<file path="config.mk">
export PLATFORM = sky130hd
export DESIGN_NAME = sine_lut_sweep_ctrl_flat
export DESIGN_NICKNAME = d
export VERILOG_FILES = /design/src/rtl/sine_lut_sweep_ctrl_pkg.sv /design/src/rtl/sine_lut_sweep_ctrl_if.sv /design/src/rtl/sine_lut_sweep_ctrl_nco_phase_acc.sv /design/src/rtl/sine_lut_sweep_ctrl.sv /design/src/flat_wrapper.sv
export SDC_FILE = /design/constraint.sdc
export NUM_CORES = 1
export LEC_CHECK = 0
export ABC_AREA = 1
export BUFFER_PORTS_ARGS = -buffer_cell sky130_fd_sc_hd__buf_2
export CORE_MARGIN = 2
export CORE_UTILIZATION = 35
export DETAILED_ROUTE_END_ITERATION = 10
export PLACE_DENSITY_LB_ADDON = 0.25
export SETUP_SLACK_MARGIN = 0.2
export SYNTH_ARGS = -nofsm -noshare
export SYNTH_HDL_FRONTEND = slang
export SYNTH_SLANG_ARGS = --single-unit
</file>
<file path="constraint.sdc">
create_clock -name i_clk -period 2.4 [get_ports i_clk]
set_input_delay 0.48 -clock i_clk [delete_from_list [all_inputs] [get_ports i_clk]]
set_output_delay 0.48 -clock i_clk [all_outputs]
set_load 0.01 [all_outputs]
</file>
<file path="src/rtl/sine_lut_sweep_ctrl_pkg.sv">
// Shared widths and sweep state encoding for the sine LUT sweep controller.
package sine_lut_sweep_ctrl_pkg;
  localparam int ACC_WIDTH_D   = 24;
  localparam int I_WIDTH_D     = 13;
  localparam int LUT_LATENCY_D = 2;
  localparam int CNT_WIDTH_D   = 16;

  typedef enum logic [2:0] {
    S_IDLE   = 3'd0,
    S_SETTLE = 3'd1,
    S_DWELL  = 3'd2,
    S_STEP   = 3'd3,
    S_DONE   = 3'd4
  } sweep_state_t;
endpackage

</file>
<file path="src/rtl/sine_lut_sweep_ctrl_if.sv">
// Sweep control bus: strobes and config in, LUT drive and sample tag out.
interface sine_lut_sweep_ctrl_if
  import sine_lut_sweep_ctrl_pkg::*;
#(
  parameter int ACC_WIDTH = ACC_WIDTH_D,
  parameter int I_WIDTH   = I_WIDTH_D,
  parameter int CNT_WIDTH = CNT_WIDTH_D
);
  logic                 i_ce;
  logic                 i_start;
  logic                 i_abort;
  logic [ACC_WIDTH-1:0] i_ftw_start;
  logic [ACC_WIDTH-1:0] i_ftw_step;
  logic [CNT_WIDTH-1:0] i_num_steps;
  logic [CNT_WIDTH-1:0] i_settle;
  logic [CNT_WIDTH-1:0] i_dwell;
  logic [I_WIDTH-1:0]   o_phase;
  logic                 o_en;
  logic                 o_valid;
  logic [CNT_WIDTH-1:0] o_step_idx;
  logic                 o_busy;
  logic                 o_done;

  modport master (
    output i_ce, i_start, i_abort, i_ftw_start, i_ftw_step, i_num_steps, i_settle, i_dwell,
    input  o_phase, o_en, o_valid, o_step_idx, o_busy, o_done
  );

  modport slave (
    input  i_ce, i_start, i_abort, i_ftw_start, i_ftw_step, i_num_steps, i_settle, i_dwell,
    output o_phase, o_en, o_valid, o_step_idx, o_busy, o_done
  );
endinterface

</file>
<file path="src/rtl/sine_lut_sweep_ctrl_nco_phase_acc.sv">
// Phase accumulator: clears on sweep start, advances by the tuning word on each issued sample.
module sine_lut_sweep_ctrl_nco_phase_acc
  import sine_lut_sweep_ctrl_pkg::*;
#(
  parameter int ACC_WIDTH = ACC_WIDTH_D,
  parameter int I_WIDTH   = I_WIDTH_D
) (
  input  logic                 i_clk,
  input  logic                 i_rst_n,
  input  logic                 i_clr,
  input  logic                 i_adv,
  input  logic [ACC_WIDTH-1:0] i_ftw,
  output logic [I_WIDTH-1:0]   o_phase
);
  logic [ACC_WIDTH-1:0] acc;

  always_ff @(posedge i_clk or negedge i_rst_n) begin
    if (!i_rst_n)   acc <= '0;
    else if (i_clr) acc <= '0;
    else if (i_adv) acc <= acc + i_ftw;
  end

  // The LUT samples the pre-add value, so the first sample of a sweep is phase 0.
  assign o_phase = acc[ACC_WIDTH-1 -: I_WIDTH];
endmodule

</file>
<file path="src/rtl/sine_lut_sweep_ctrl.sv">
// Frequency-sweep sequencer driving one sine_lut, with a tag pipe aligned to the LUT output.
module sine_lut_sweep_ctrl
  import sine_lut_sweep_ctrl_pkg::*;
#(
  parameter int ACC_WIDTH   = ACC_WIDTH_D,
  parameter int I_WIDTH     = I_WIDTH_D,
  parameter int LUT_LATENCY = LUT_LATENCY_D,
  parameter int CNT_WIDTH   = CNT_WIDTH_D
) (
  input  logic                  i_clk,
  input  logic                  i_rst_n,
  sine_lut_sweep_ctrl_if.slave  bus
);
  sweep_state_t         state, state_nxt;
  logic [CNT_WIDTH-1:0] cnt, cnt_nxt, idx, idx_nxt;
  logic [ACC_WIDTH-1:0] ftw, ftw_nxt, ftw_step_q;
  logic [CNT_WIDTH-1:0] num_steps_q, settle_q, dwell_q;
  logic [CNT_WIDTH-1:0] idx_last, dwell_last;
  logic                 load, en;

  logic [LUT_LATENCY-1:0]                vld_pipe;
  logic [LUT_LATENCY-1:0][CNT_WIDTH-1:0] idx_pipe;

  assign idx_last   = (num_steps_q == '0) ? '0 : num_steps_q - CNT_WIDTH'(1);
  assign dwell_last = (dwell_q == '0)     ? '0 : dwell_q - CNT_WIDTH'(1);
  assign en         = bus.i_ce && (state == S_SETTLE || state == S_DWELL);

  always_ff @(posedge i_clk or negedge i_rst_n) begin
    if (!i_rst_n) state <= S_IDLE;
    else          state <= state_nxt;
  end

  always_comb begin
    state_nxt = state;
    cnt_nxt   = cnt;
    idx_nxt   = idx;
    ftw_nxt   = ftw;
    load      = 1'b0;
    case (state)
      S_IDLE: if (bus.i_start) begin
        load      = 1'b1;
        cnt_nxt   = '0;
        idx_nxt   = '0;
        ftw_nxt   = bus.i_ftw_start;
        state_nxt = (bus.i_settle == '0) ? S_DWELL : S_SETTLE;
      end
      S_SETTLE: if (bus.i_ce) begin
        if (cnt == settle_q - CNT_WIDTH'(1)) begin
          cnt_nxt   = '0;
          state_nxt = S_DWELL;
        end else cnt_nxt = cnt + CNT_WIDTH'(1);
      end
      S_DWELL: if (bus.i_ce) begin
        if (cnt == dwell_last) begin
          cnt_nxt   = '0;
          state_nxt = (idx == idx_last) ? S_DONE : S_STEP;
        end else cnt_nxt = cnt + CNT_WIDTH'(1);
      end
      S_STEP: begin
        ftw_nxt   = ftw + ftw_step_q;
        idx_nxt   = idx + CNT_WIDTH'(1);
        state_nxt = (settle_q == '0) ? S_DWELL : S_SETTLE;
      end
      S_DONE:  state_nxt = S_IDLE;
      default: state_nxt = S_IDLE;
    endcase
    // Abort wins over everything, including a same-cycle start.
    if (bus.i_abort) begin
      state_nxt = S_IDLE;
      cnt_nxt   = '0;
      load      = 1'b0;
    end
  end

  always_ff @(posedge i_clk or negedge i_rst_n) begin
    if (!i_rst_n) begin
      cnt         <= '0;
      idx         <= '0;
      ftw         <= '0;
      ftw_step_q  <= '0;
      num_steps_q <= '0;
      settle_q    <= '0;
      dwell_q     <= '0;
    end else begin
      cnt <= cnt_nxt;
      idx <= idx_nxt;
      ftw <= ftw_nxt;
      if (load) begin
        ftw_step_q  <= bus.i_ftw_step;
        num_steps_q <= bus.i_num_steps;
        settle_q    <= bus.i_settle;
        dwell_q     <= bus.i_dwell;
      end
    end
  end

  sine_lut_sweep_ctrl_nco_phase_acc #(
    .ACC_WIDTH (ACC_WIDTH),
    .I_WIDTH   (I_WIDTH)
  ) u_nco (
    .i_clk   (i_clk),
    .i_rst_n (i_rst_n),
    .i_clr   (load),
    .i_adv   (en),
    .i_ftw   (ftw),
    .o_phase (bus.o_phase)
  );

  // Tag pipe mirrors the LUT latency; cleared on abort so nothing in flight surfaces.
  always_ff @(posedge i_clk or negedge i_rst_n) begin
    if (!i_rst_n) begin
      vld_pipe <= '0;
      idx_pipe <= '0;
    end else if (bus.i_abort) begin
      vld_pipe <= '0;
      idx_pipe <= '0;
    end else begin
      vld_pipe[0] <= en && (state == S_DWELL);
      idx_pipe[0] <= idx;
      for (int i = LUT_LATENCY - 1; i > 0; i--) begin
        vld_pipe[i] <= vld_pipe[i-1];
        idx_pipe[i] <= idx_pipe[i-1];
      end
    end
  end

  assign bus.o_en       = en;
  assign bus.o_valid    = vld_pipe[LUT_LATENCY-1];
  assign bus.o_step_idx = idx_pipe[LUT_LATENCY-1];
  assign bus.o_busy     = (state != S_IDLE);
  assign bus.o_done     = (state == S_DONE);
endmodule

</file>
<file path="src/flat_wrapper.sv">
// flat-port wrapper written by rule: the top's interface ports become plain ports
module sine_lut_sweep_ctrl_flat import sine_lut_sweep_ctrl_pkg::*;
#(
  parameter int ACC_WIDTH   = ACC_WIDTH_D,
  parameter int I_WIDTH     = I_WIDTH_D,
  parameter int LUT_LATENCY = LUT_LATENCY_D,
  parameter int CNT_WIDTH   = CNT_WIDTH_D
)
  (i_clk, i_rst_n, bus_i_ce, bus_i_start, bus_i_abort, bus_i_ftw_start, bus_i_ftw_step, bus_i_num_steps, bus_i_settle, bus_i_dwell, bus_o_phase, bus_o_en, bus_o_valid, bus_o_step_idx, bus_o_busy, bus_o_done);
  sine_lut_sweep_ctrl_if #(.ACC_WIDTH(ACC_WIDTH), .I_WIDTH(I_WIDTH), .CNT_WIDTH(CNT_WIDTH)) bus_i ();
  input  logic i_clk;
  input  logic i_rst_n;
  input wire logic [$bits(bus_i.i_ce)-1:0] bus_i_ce;
  input wire logic [$bits(bus_i.i_start)-1:0] bus_i_start;
  input wire logic [$bits(bus_i.i_abort)-1:0] bus_i_abort;
  input wire logic [$bits(bus_i.i_ftw_start)-1:0] bus_i_ftw_start;
  input wire logic [$bits(bus_i.i_ftw_step)-1:0] bus_i_ftw_step;
  input wire logic [$bits(bus_i.i_num_steps)-1:0] bus_i_num_steps;
  input wire logic [$bits(bus_i.i_settle)-1:0] bus_i_settle;
  input wire logic [$bits(bus_i.i_dwell)-1:0] bus_i_dwell;
  output wire logic [$bits(bus_i.o_phase)-1:0] bus_o_phase;
  output wire logic [$bits(bus_i.o_en)-1:0] bus_o_en;
  output wire logic [$bits(bus_i.o_valid)-1:0] bus_o_valid;
  output wire logic [$bits(bus_i.o_step_idx)-1:0] bus_o_step_idx;
  output wire logic [$bits(bus_i.o_busy)-1:0] bus_o_busy;
  output wire logic [$bits(bus_i.o_done)-1:0] bus_o_done;
  assign bus_i.i_ce = bus_i_ce;
  assign bus_i.i_start = bus_i_start;
  assign bus_i.i_abort = bus_i_abort;
  assign bus_i.i_ftw_start = bus_i_ftw_start;
  assign bus_i.i_ftw_step = bus_i_ftw_step;
  assign bus_i.i_num_steps = bus_i_num_steps;
  assign bus_i.i_settle = bus_i_settle;
  assign bus_i.i_dwell = bus_i_dwell;
  assign bus_o_phase = bus_i.o_phase;
  assign bus_o_en = bus_i.o_en;
  assign bus_o_valid = bus_i.o_valid;
  assign bus_o_step_idx = bus_i.o_step_idx;
  assign bus_o_busy = bus_i.o_busy;
  assign bus_o_done = bus_i.o_done;
  sine_lut_sweep_ctrl #(.ACC_WIDTH(ACC_WIDTH), .I_WIDTH(I_WIDTH), .LUT_LATENCY(LUT_LATENCY), .CNT_WIDTH(CNT_WIDTH)) u_core (.i_clk(i_clk), .i_rst_n(i_rst_n), .bus(bus_i));
endmodule
</file>
==> reports/metrics.yaml, run 1 <==
worstSetupPathType: "flop to flop"
p_seq_frac: 0.262
pin_count: 134
synth.top_cell.area_share: 0.366
cp-end-kind: "flop"
die_h_um: 196
dpl-instance-area_um2: 14200
avgViaCountPerCell: 5.02
multi_input_area_um2: 7700
worstReg2RegEnd: "u_core.cnt[3]"
grtUsageMet3: 0.0325
synth_area_leaders: "dfrtp_1 37%, nand2_1 17%, inv_1 6.4%"
drt_iter0_drc: 690
synth-edff-count: 0
p_int_mw: 10.6
holdWs_ns: -0.0179
globalplace.congestion: 0.941
fin_skew_ns: 0.0115
slowest_delay_ns: 0.46
cp_data_arrival_time_ns: 2.57
fin_setup_tns_ns: 0
clkTransAtPathRegs_ns: 0.07
rr_worst_depth: 15
die_width_um: 196
rsz0062_at_grt: "yes"
yosysMostFrequentCell: "nand2_1"
violations: "hold timing"
outcome: "finished with violations"
overflow: 0
drive_gt1_frac: 0.202
clk_path_buf_depth: 2
fin_crit_ns: 2.23
wl_per_cell_um: 16.1
grt.busiest_layer: "met2"
setup_viol: 0
startpoint_type: "flop"
power_switching_mw: 10.2
core-area_um2: 36500
globalRouteMet2Util: 0.351
ir_drop_mv: 0.606
grt_pass1_vias: 11900
crit_chain: "nor2_4 > nand2_4 > nor2_4 > nand2_8 > buf_6 > nand4_1 > nand2_1 > nor2_2 > nand3b_1 > nor2_1 > nand2_1 > nand2_4 > nand2_8 > nand3_1 > nand2_1"
ys_types: 50
clk_latency_ns: 0.46
syn_nets: 2019
dieArea_um2: 38500
postSynthAreaPerCell_um2: 6.93
setup.worst_path.start: "u_core.dwell_q[8]"
cts_root_buffer: "clkbuf_16"
slew_headroom: 0.627
hold_viol: 5
maxCapViolCount: 0
wl_um: 40100
grt_usage: 0.205
seq_area_um2: 4750
reg2reg_slack_ns: 0.17
ys.flop_type: "dfrtp_1"
syn2layout_area_growth_pct: 21.5
antenna_found_initial: 1
start_util: 0.354
synthCells: 1865
drcViolationCount: 0
netlist_area_um2: 12900
layout.nets: 2168
grt_max_degree: 61
slew_violations: 0
ys_seq_area_frac: 0.366
tritoncts: "built"
cts_sinks: 189
max_freq_mhz: 449
design_area_um2: 15700
use_met1: 0.270
path_max_fanout: 8
cts_buffers: 17
io_buffers: 133
yosys_warnings: 0
yosysTopAreaCell: "dfrtp_1"
powerDensity_nw_per_um2: 1320
synthTopCellsByCount: "579 x nand2_1, 220 x inv_1, 199 x nor2_1"
critPathSlowestCell: "dfrtp_2"
worstPathRequired_ns: 2.74
ys_async_sr_fraction: 1.00
dp_hpwl_um: 30100
leakagePower_nw: 7.83
power_frac_comb: 0.612
htree_levels: 4
clkPwrFrac: 0.126
grt_first_pass_wirelength_um: 62100
fill_cells: 3782
synth_seq_cells: 189
final_antenna_net_count: 0
diodes: 0
rr_startpoint: "u_core.dwell_q[8]"
sw_frac_of_total: 0.492
fin_crit_sh: 0.928
tightestPinTransition_ns: 0.558
cpMostUsedCell: "nand2_1"
hold_buffers: 0
hold_path.class: "input port to async pin"
rows: 70
firstDrtPassIters: 7
vias: 12500
[area by class of cell]
| type | count | share of cell area |
|---|---|---|
| inverters | 223 | 0.0538 |
| clock inverters | 6 | 0.00271 |
| clock buffers | 22 | 0.0296 |
| repair buffers | 202 | 0.0842 |
| multi-input cells | 1381 | 0.490 |
| well taps | 468 | 0.0373 |
| flip-flops and latches | 189 | 0.302 |
[sequential cells by signal, summed over array words and instances (netlist names)]
register,count
u_core.bus.o_step_idx,16
u_core.cnt,16
u_core.dwell_q,16
u_core.ftw,24
u_core.ftw_step_q,24
u_core.idx,16
u_core.idx_pipe,16
u_core.num_steps_q,16
u_core.settle_q,16
u_core.state,3
u_core.u_nco.acc,24
u_core.vld_pipe,2
[worst max-delay path, delay by kind of cell (launching register included)]
kind / cells / cell delay (ns)
and+or+nand+nor: 14 / 1.51
DFF: 1 / 0.46
buffers and inverters: 1 / 0.15
[power groups by stage]
| stage | Combinational (mW) | Clock, mW | Sequential, mW |
|---|---|---|---|
| final | 12.7 | 2.62 | 5.44 |
| after global routing | 14.3 | 2.82 | 5.56 |
| after CTS | 11.4 | 2.67 | 5.27 |
| after detailed placement | 10.8 | 0 | 5.29 |
| after global placement | 10.8 | 0 | 5.28 |
| after floorplan | 8.09 | 0 | 4.88 |
[per-stage QoR]
stage | instances | setup WS, ns | hold WS, ns | utilization | total power, mW
final | 2491 | 0.173 | -0.0179 | 0.430 | 20.8
after global routing | 2491 | 0.0224 | -0.00467 | 0.430 | 22.7
after CTS | 2476 | 0.170 | 0.0166 | 0.409 | 19.3
after detailed placement | 2434 | 0.00377 | 0.450 | 0.388 | 16.1
after global placement | 2434 | 0.0860 | 0.444 | 0.388 | 16.0
after floorplan | 1865 | 0.275 | 0.184 | - | 13.0
[cell families (layout without fill, tap and decap cells)]
family                     count (synthesis)  after routing  synth area share
AOI/OAI and AO/OA                        254            254             0.110
xor gates and xnor gates                  56             56            0.0380
adders and majority gates                 53             53            0.0525
buffers and inverters                    297            453            0.0981
DFF                                      189            189             0.366
muxes                                      1              1          0.000775
and+or+nand+nor                         1015           1017             0.335
[layout by cell type, fill, tap and decap left out, types with 8 or more instances in the layout]
| master | synthesis | routed |
|---|---|---|
| nand2_1 | 579 | 564 |
| inv_1 | 220 | 212 |
| dfrtp_1 | 189 | 176 |
| nor2_1 | 199 | 172 |
| buf_2 | 10 | 131 |
| nand3_1 | 122 | 113 |
| o21ai_0 | 118 | 100 |
| buf_4 | 31 | 57 |
| a21oi_1 | 73 | 52 |
| nand4_1 | 45 | 45 |
| xor2_1 | 37 | 34 |
| ha_1 | 51 | 28 |
| nor2_2 | 5 | 22 |
| a21oi_2 | 0 | 19 |
| xnor2_1 | 19 | 19 |
| nand3_2 | 11 | 19 |
| o21ai_1 | 6 | 18 |
| ha_4 | 0 | 17 |
| clkbuf_16 | 0 | 17 |
| nor3_1 | 18 | 15 |
| nor2_4 | 3 | 13 |
| dfrtp_2 | 0 | 13 |
| nand2_2 | 5 | 11 |
| nand2_4 | 3 | 10 |
| inv_2 | 3 | 9 |
| o211ai_1 | 9 | 9 |
| buf_12 | 0 | 9 |
| o22ai_1 | 8 | 8 |
[metal layers]
metal	share of wire	routed length, µm
met4	0.017	676
met2	0.49	19600
met1	0.45	18100
met3	0.044	1750
met5	0	0
[worst max-delay path by stage]
| stage | depth (start not counted) | slack, ns | end |
|---|---|---|---|
| 2_1_floorplan | 12 | 0.28 | u_core.u_nco.acc[19] |
| 3_3_place_gp | 16 | 0.09 | u_core.state[0] |
| 3_5_place_dp | 15 | 0.004 | u_core.cnt[3] |
| 4_1_cts | 3 | 0.17 | bus_o_done |
| 5_1_grt | 16 | 0.02 | u_core.cnt[3] |
| 6_report | 15 | 0.17 | u_core.cnt[3] |
[timing repair]
| item | CTS | global route |
|---|---|---|
| pin swaps | 9 | 36 |
| cloned | 1 | 1 |
| buffers inserted | 13 | 14 |
| endpoints found under the setup margin | 33 | 122 |
| resized for setup | 44 | 159 |
(Power assumes the default switching activity.)
==> inputs of run 2 (changes only) <==
Settings changed: CTS_CLUSTER_DIAMETER set to 100, PLACE_DENSITY set to 0.52, PLACE_DENSITY_LB_ADDON 0.25 to not set.
Clock period 2.4 ns to 2.23 ns, I/O delays scaled along.
==> run 2 against run 1 <==
Highest routed layer unchanged. The flow now finishes without violations. Cell count increased by 4.1%. Critical endpoint unchanged. Worst setup slack got worse by 0.13 ns. Register-to-register slack got worse by 0.13 ns. Die area unchanged.
==> reports/metrics.yaml, run 2 (synthesized netlist as in run 1, its figures left out) <==
rr_worst_depth: 15  # unchanged
start_util: 0.354  # unchanged
worstReg2RegEnd: "u_core.cnt[3]"
design_area_um2: 17300  # +10%
crit_chain: "buf_4 > nor2_4 > nand2_2 > nor2_4 > nand2_4 > nand2_2 > xor2_1 > and2_1 > nand3_1 > nor2_1 > nand2_1 > nand2_4 > nand2_8 > nand3_2 > nand2_1"
leakagePower_nw: 8.48  # +8.4%
cpLargestDelayFamily: "simple AND/OR/NAND/NOR gates"
core-area_um2: 36500  # unchanged
grt_first_pass_wirelength_um: 67800  # +9.2%
grt_max_degree: 61  # unchanged
dp_cells: 2500  # +2.7%
dp_hpwl_um: 32300  # +7.4%
pin_count: 134  # unchanged
layout_commonest_cell: "nand2_1"
slowest_delay_ns: 0.38  # -0.08 ns
fin_skew_ns: 0.0180  # +0.00655 ns
holdWs_ns: 0.176  # +0.194 ns
hold_viol: 0  # -5
clk_latency_ns: 0.47  # about the same
ir_drop_mv: 0.625  # +3.1%
io_buffers: 133  # unchanged
clkTransAtPathRegs_ns: 0.08  # about the same
tritoncts: "built"
final_antenna_net_count: 0  # unchanged
powerDensity_nw_per_um2: 1540  # +16%
clk_path_buf_depth: 2  # unchanged
rr_startpoint: "u_core.dwell_q[10]"
worstPathRequired_ns: 2.59  # -0.15 ns
final_cells: 2592  # +4.1%
layout_common_cells: "539 x nand2_1, 200 x inv_1, 169 x dfrtp_1"
worstSetupPathType: "flop to flop"
grt_usage: 0.224  # +0.0194
startpoint_type: "flop"
antenna_found_initial: 2  # +1
cts_root_buffer: "clkbuf_16"
die_h_um: 196  # unchanged
reg2reg_slack_ns: 0.04  # -0.13 ns
path_buf_inv: 1  # unchanged
setup.worst_path.start: "u_core.dwell_q[10]"
cp_data_arrival_time_ns: 2.55  # -0.02 ns
dpl-instance-area_um2: 14600  # +3.4%
post-place-ws_ns: -0.172  # -0.176 ns
setup_ws_ns: 0.0429  # -0.130 ns
slew_headroom: 0.695  # +0.0680
reg_top3: "u_core.ftw (24), u_core.ftw_step_q (24), u_core.u_nco.acc (24)"
tightestPinTransition_ns: 0.457  # -0.101 ns
htree_levels: 4  # unchanged
min-delay-start: "bus_i_ftw_step[22]"
grt_pass1_vias: 12800  # +7.0%
fin_crit_ns: 2.19  # -0.0398 ns
avgViaCountPerCell: 4.99  # -0.51%
vias: 12900  # +3.5%
dieArea_um2: 38500  # unchanged
cp.depth: 15  # unchanged
globalplace.congestion: 0.888  # -5.6%
hold_path.class: "input port to flop"
setup_viol: 0  # unchanged
crit_end: "u_core.cnt[3]"
layout.nets: 2263  # +4.4%
maxCapViolCount: 0  # unchanged
path_max_fanout: 8  # unchanged
critPathSlowestCell: "dfrtp_1"
die_width_um: 196  # unchanged
rsz0062_at_grt: "yes"
outcome: "finished, final reports clean"
max_freq_mhz: 457  # +1.8%
syn2layout_area_growth_pct: 34.0
overflow: 0  # unchanged
wl_per_cell_um: 16.7  # +3.6%
fin_crit_sh: 0.981  # +0.0529
rows: 70  # unchanged
drcViolationCount: 0  # unchanged
firstDrtPassIters: 5  # -2
cp-end-kind: "flop"
slew_violations: 0  # unchanged
cts_sinks: 189  # unchanged
cts_buffers: 17  # unchanged
drt_iter0_drc: 720  # +4.3%
drive_gt1_frac: 0.302  # +0.100
wl_um: 43300  # +7.8%
## run 2: what timing repair did
| action | CTS | global route |
|---|---|---|
| buffers inserted | 26 | 27 |
| endpoints found under the hold margin | 21 | 0 |
| hold buffers | 1 | 0 |
| gates cloned | 2 | 2 |
| gates resized for setup | 180 | 222 |
| pin swaps | 56 | 107 |
| endpoints found under the setup margin | 88 | 114 |
## run 2: routing by layer
layer,up-vias,track usage,share of wire
met4,0,0.0831,0.023
li1,6493,-,-
met3,44,0.0344,0.037
met2,262,0.382,0.50
met1,6134,0.288,0.44
met5,-,0,0
## run 2: stage by stage
step	setup TNS, ns	util	total power, mW
2_1_floorplan	0	-	14.0
3_3_place_gp	-0.739	0.401	18.6
3_5_place_dp	-0.868	0.401	18.6
4_1_cts	0	0.445	24.0
5_1_grt	-1.07	0.474	28.8
6_report	0	0.474	26.6
## run 2: report_power, final
part	switching (mW)	internal [mW]
logic	9.93	7.64
registers	1.32	4.54
clock network	1.55	1.62
total	12.8	13.8
## run 2: how the worst min path moves through the flow
stage	slack (ns)	end	cells after the start
detailed placement	0.36	u_core.dwell_q[1]	1
floorplan	0.15	u_core.bus.o_step_idx[0]	0
finish	0.18	u_core.ftw_step_q[22]	3
global route	0.19	u_core.num_steps_q[9]	3
CTS	0.16	u_core.ftw_step_q[22]	3
global placement	0.36	u_core.dwell_q[2]	1
## run 2: layout make-up
type | instances | area, µm²
tap | 468 | 586
clock buffer | 18 | 439
timing repair buffer | 296 | 2120
sequential | 189 | 4750
fill | 3642 | 19200
antenna | 2 | 5.00
inverter | 223 | 848
clock inverter | 14 | 153
multi-input combinational | 1382 | 8410
## run 2: worst reg2reg max path, delay by kind of cell, from the launching register on
family / cells / cell delay (ns)
and+or+nand+nor: 13 / 1.38
xor gates and xnor gates: 1 / 0.19
DFF: 1 / 0.38
buffers and inverters: 1 / 0.15
==> inputs of run 3 (changes only) <==
Settings changed: CORE_MARGIN 2 to 4.
==> run 3 against run 2 <==
Largest power group unchanged. Highest routed layer unchanged. Cell count rose by 0.23%. Register-to-register slack improved by 0.04 ns. Fmax rose by 2.0%. Sequential cell count did not move.
==> reports/metrics.yaml, run 3 (synthesized netlist as in run 1, its figures left out) <==
outcome: "finished, final reports clean"
path_buf_inv: 0  # -1
worstReg2RegEnd: "u_core.cnt[1]"
grt_pass1_vias: 12700  # -0.27%
final_core_util: 0.481  # +0.00723
wl_um: 43500  # +0.53%
clkTransAtPathRegs_ns: 0.08  # about the same
grt_max_degree: 61  # unchanged
tritoncts: "built"
rows: 70  # unchanged
leakagePower_nw: 8.57  # +1.0%
tightestPinTransition_ns: 0.477  # +0.0204 ns
grt_usage: 0.210  # -0.0141
setup_viol: 0  # unchanged
start_util: 0.354  # unchanged
dieArea_um2: 40100  # +4.1%
cts_buffers: 17  # unchanged
clk_latency_ns: 0.47  # about the same
ir_drop_mv: 0.651  # +4.2%
hold_path.class: "input port to flop"
worstSetupPathType: "flop to flop"
max_freq_mhz: 466  # +2.0%
slowest_delay_ns: 0.42  # +0.04 ns
rsz0062_at_grt: "yes"
worstPathRequired_ns: 2.58  # about the same
io_buffers: 133  # unchanged
rr_worst_depth: 14  # -1
hold_end: "u_core.ftw_step_q[19]"
crit_chain: "nor2_2 > nand2_8 > nor2_4 > nand2_8 > nand2_1 > xor2_2 > and2_4 > nand3_1 > nor2_1 > nand2_1 > nand2_4 > nand2_8 > nand3_1 > nand2_1"
fill_cells: 3670  # +0.77%
htree_levels: 4  # unchanged
drive_gt1_frac: 0.318  # +0.0154
avgViaCountPerCell: 4.95  # -0.75%
dp_hpwl_um: 32500  # +0.59%
drt_iter0_drc: 673  # -6.5%
design_area_um2: 17600  # +1.5%
layout.nets: 2270  # +0.31%
fin_skew_ns: 0.0185  # +0.000493 ns
antenna_found_initial: 2  # unchanged
core-area_um2: 36500  # unchanged
fin_crit_ns: 2.15  # -0.0419 ns
dpl-instance-area_um2: 14600  # about the same
min_delay_path_depth: 3  # unchanged
wl_per_cell_um: 16.7  # +0.30%
syn2layout_area_growth_pct: 36.1
maxCapViolCount: 0  # unchanged
cts_root_buffer: "clkbuf_16"
globalplace.congestion: 0.886  # -0.25%
clk_path_buf_depth: 2  # unchanged
cpLargestDelayFamily: "simple AND/OR/NAND/NOR gates"
fin_crit_sh: 0.962  # -0.0188
die_h_um: 200  # +2.0%
slew_violations: 0  # unchanged
path_max_fanout: 12  # +4
cts_sinks: 189  # unchanged
reg2reg_slack_ns: 0.08  # +0.04 ns
overflow: 0  # unchanged
grt_first_pass_wirelength_um: 68500  # +0.95%
rr_startpoint: "u_core.dwell_q[3]"
vias: 12900  # -0.52%
slew_headroom: 0.682  # -0.0136
cp-end-kind: "flop"
layout_common_cells: "534 x nand2_1, 189 x inv_1, 168 x dfrtp_1"
critPathSlowestCell: "dfrtp_1"
hold_viol: 0  # unchanged
firstDrtPassIters: 7  # +2
min-delay-start: "bus_i_ftw_step[19]"
pin_count: 134  # unchanged
startpoint_type: "flop"
cp_data_arrival_time_ns: 2.50  # -0.05 ns
drcViolationCount: 0  # unchanged
final_antenna_net_count: 0  # unchanged
reg_top3: "u_core.ftw (24), u_core.ftw_step_q (24), u_core.u_nco.acc (24)"
die_width_um: 200  # +2.0%
powerDensity_nw_per_um2: 1560  # +1.9%
layout_commonest_cell: "nand2_1"
run 3: tightest hold or removal path: cells and delay by family:
kind                   cells  cell delay, ns
buffers and inverters      1            0.07
AND/OR/NAND/NOR            2            0.09
run 3: area by class of cell:
| type | count | area [µm²] | area share |
|---|---|---|---|
| Clock buffer | 17 | 425 | 0.0242 |
| Antenna cell | 1 | 2.50 | 0.000142 |
| Clock inverter | 15 | 188 | 0.0107 |
| Timing Repair Buffer | 303 | 2170 | 0.123 |
| Multi-Input combinational cell | 1382 | 8600 | 0.489 |
| Tap cell | 468 | 586 | 0.0333 |
| Sequential cell | 189 | 4760 | 0.270 |
| Inverter | 223 | 862 | 0.0490 |
run 3: repair_timing:
item                       CTS  global route
hold buffers                 1             0
cloned                       2             1
pin swaps                   54           105
gates resized for setup    207           243
setup endpoints to repair   89           125
hold endpoints to repair    47             0
buffers inserted            33            30
run 3: layer usage:
layer  vias to the layer above  GRT usage  wire, µm
met5                         -          0         0
met4                         0     0.0561       861
met3                        35     0.0283      1220
met2                       223      0.367     21900
met1                      6114      0.276     19500
li1                       6494          -         -
run 3: where the power goes:
group / switching, mW / internal (mW) / total, mW / leakage [nW]
Combinational: 10.2 / 8.06 / 18.3 / 5.84
Clock: 1.63 / 1.63 / 3.25 / 0.301
Sequential: 1.42 / 4.54 / 5.96 / 2.43
run 3: worst max-delay path by stage:
| stage | slack, ns | end | cells past startpoint | start |
|---|---|---|---|---|
| 6_report | 0.08 | u_core.cnt[1] | 14 | u_core.dwell_q[3] |
| 5_1_grt | -0.09 | u_core.cnt[1] | 17 | u_core.dwell_q[10] |
| 4_1_cts | 0.09 | u_core.cnt[1] | 14 | u_core.dwell_q[5] |
| 3_5_place_dp | -0.23 | u_core.ftw[13] | 10 | u_core.ftw[2] |
| 3_3_place_gp | -0.24 | u_core.ftw[13] | 10 | u_core.ftw[2] |
| 2_1_floorplan | 0.17 | u_core.ftw[13] | 10 | u_core.ftw[2] |
run 3: through the flow:
stage,TNS (ns),setup WS (ns),hold slack [ns],std cells,power [mW]
2_1_floorplan,0,0.167,0.150,1865,14.0
3_3_place_gp,-0.802,-0.241,0.436,2498,18.7
3_5_place_dp,-1.71,-0.227,0.435,2498,18.7
4_1_cts,0,0.0901,0.164,2566,24.6
5_1_grt,-0.948,-0.0889,0.183,2598,29.7
6_report,0,0.0848,0.182,2598,27.5
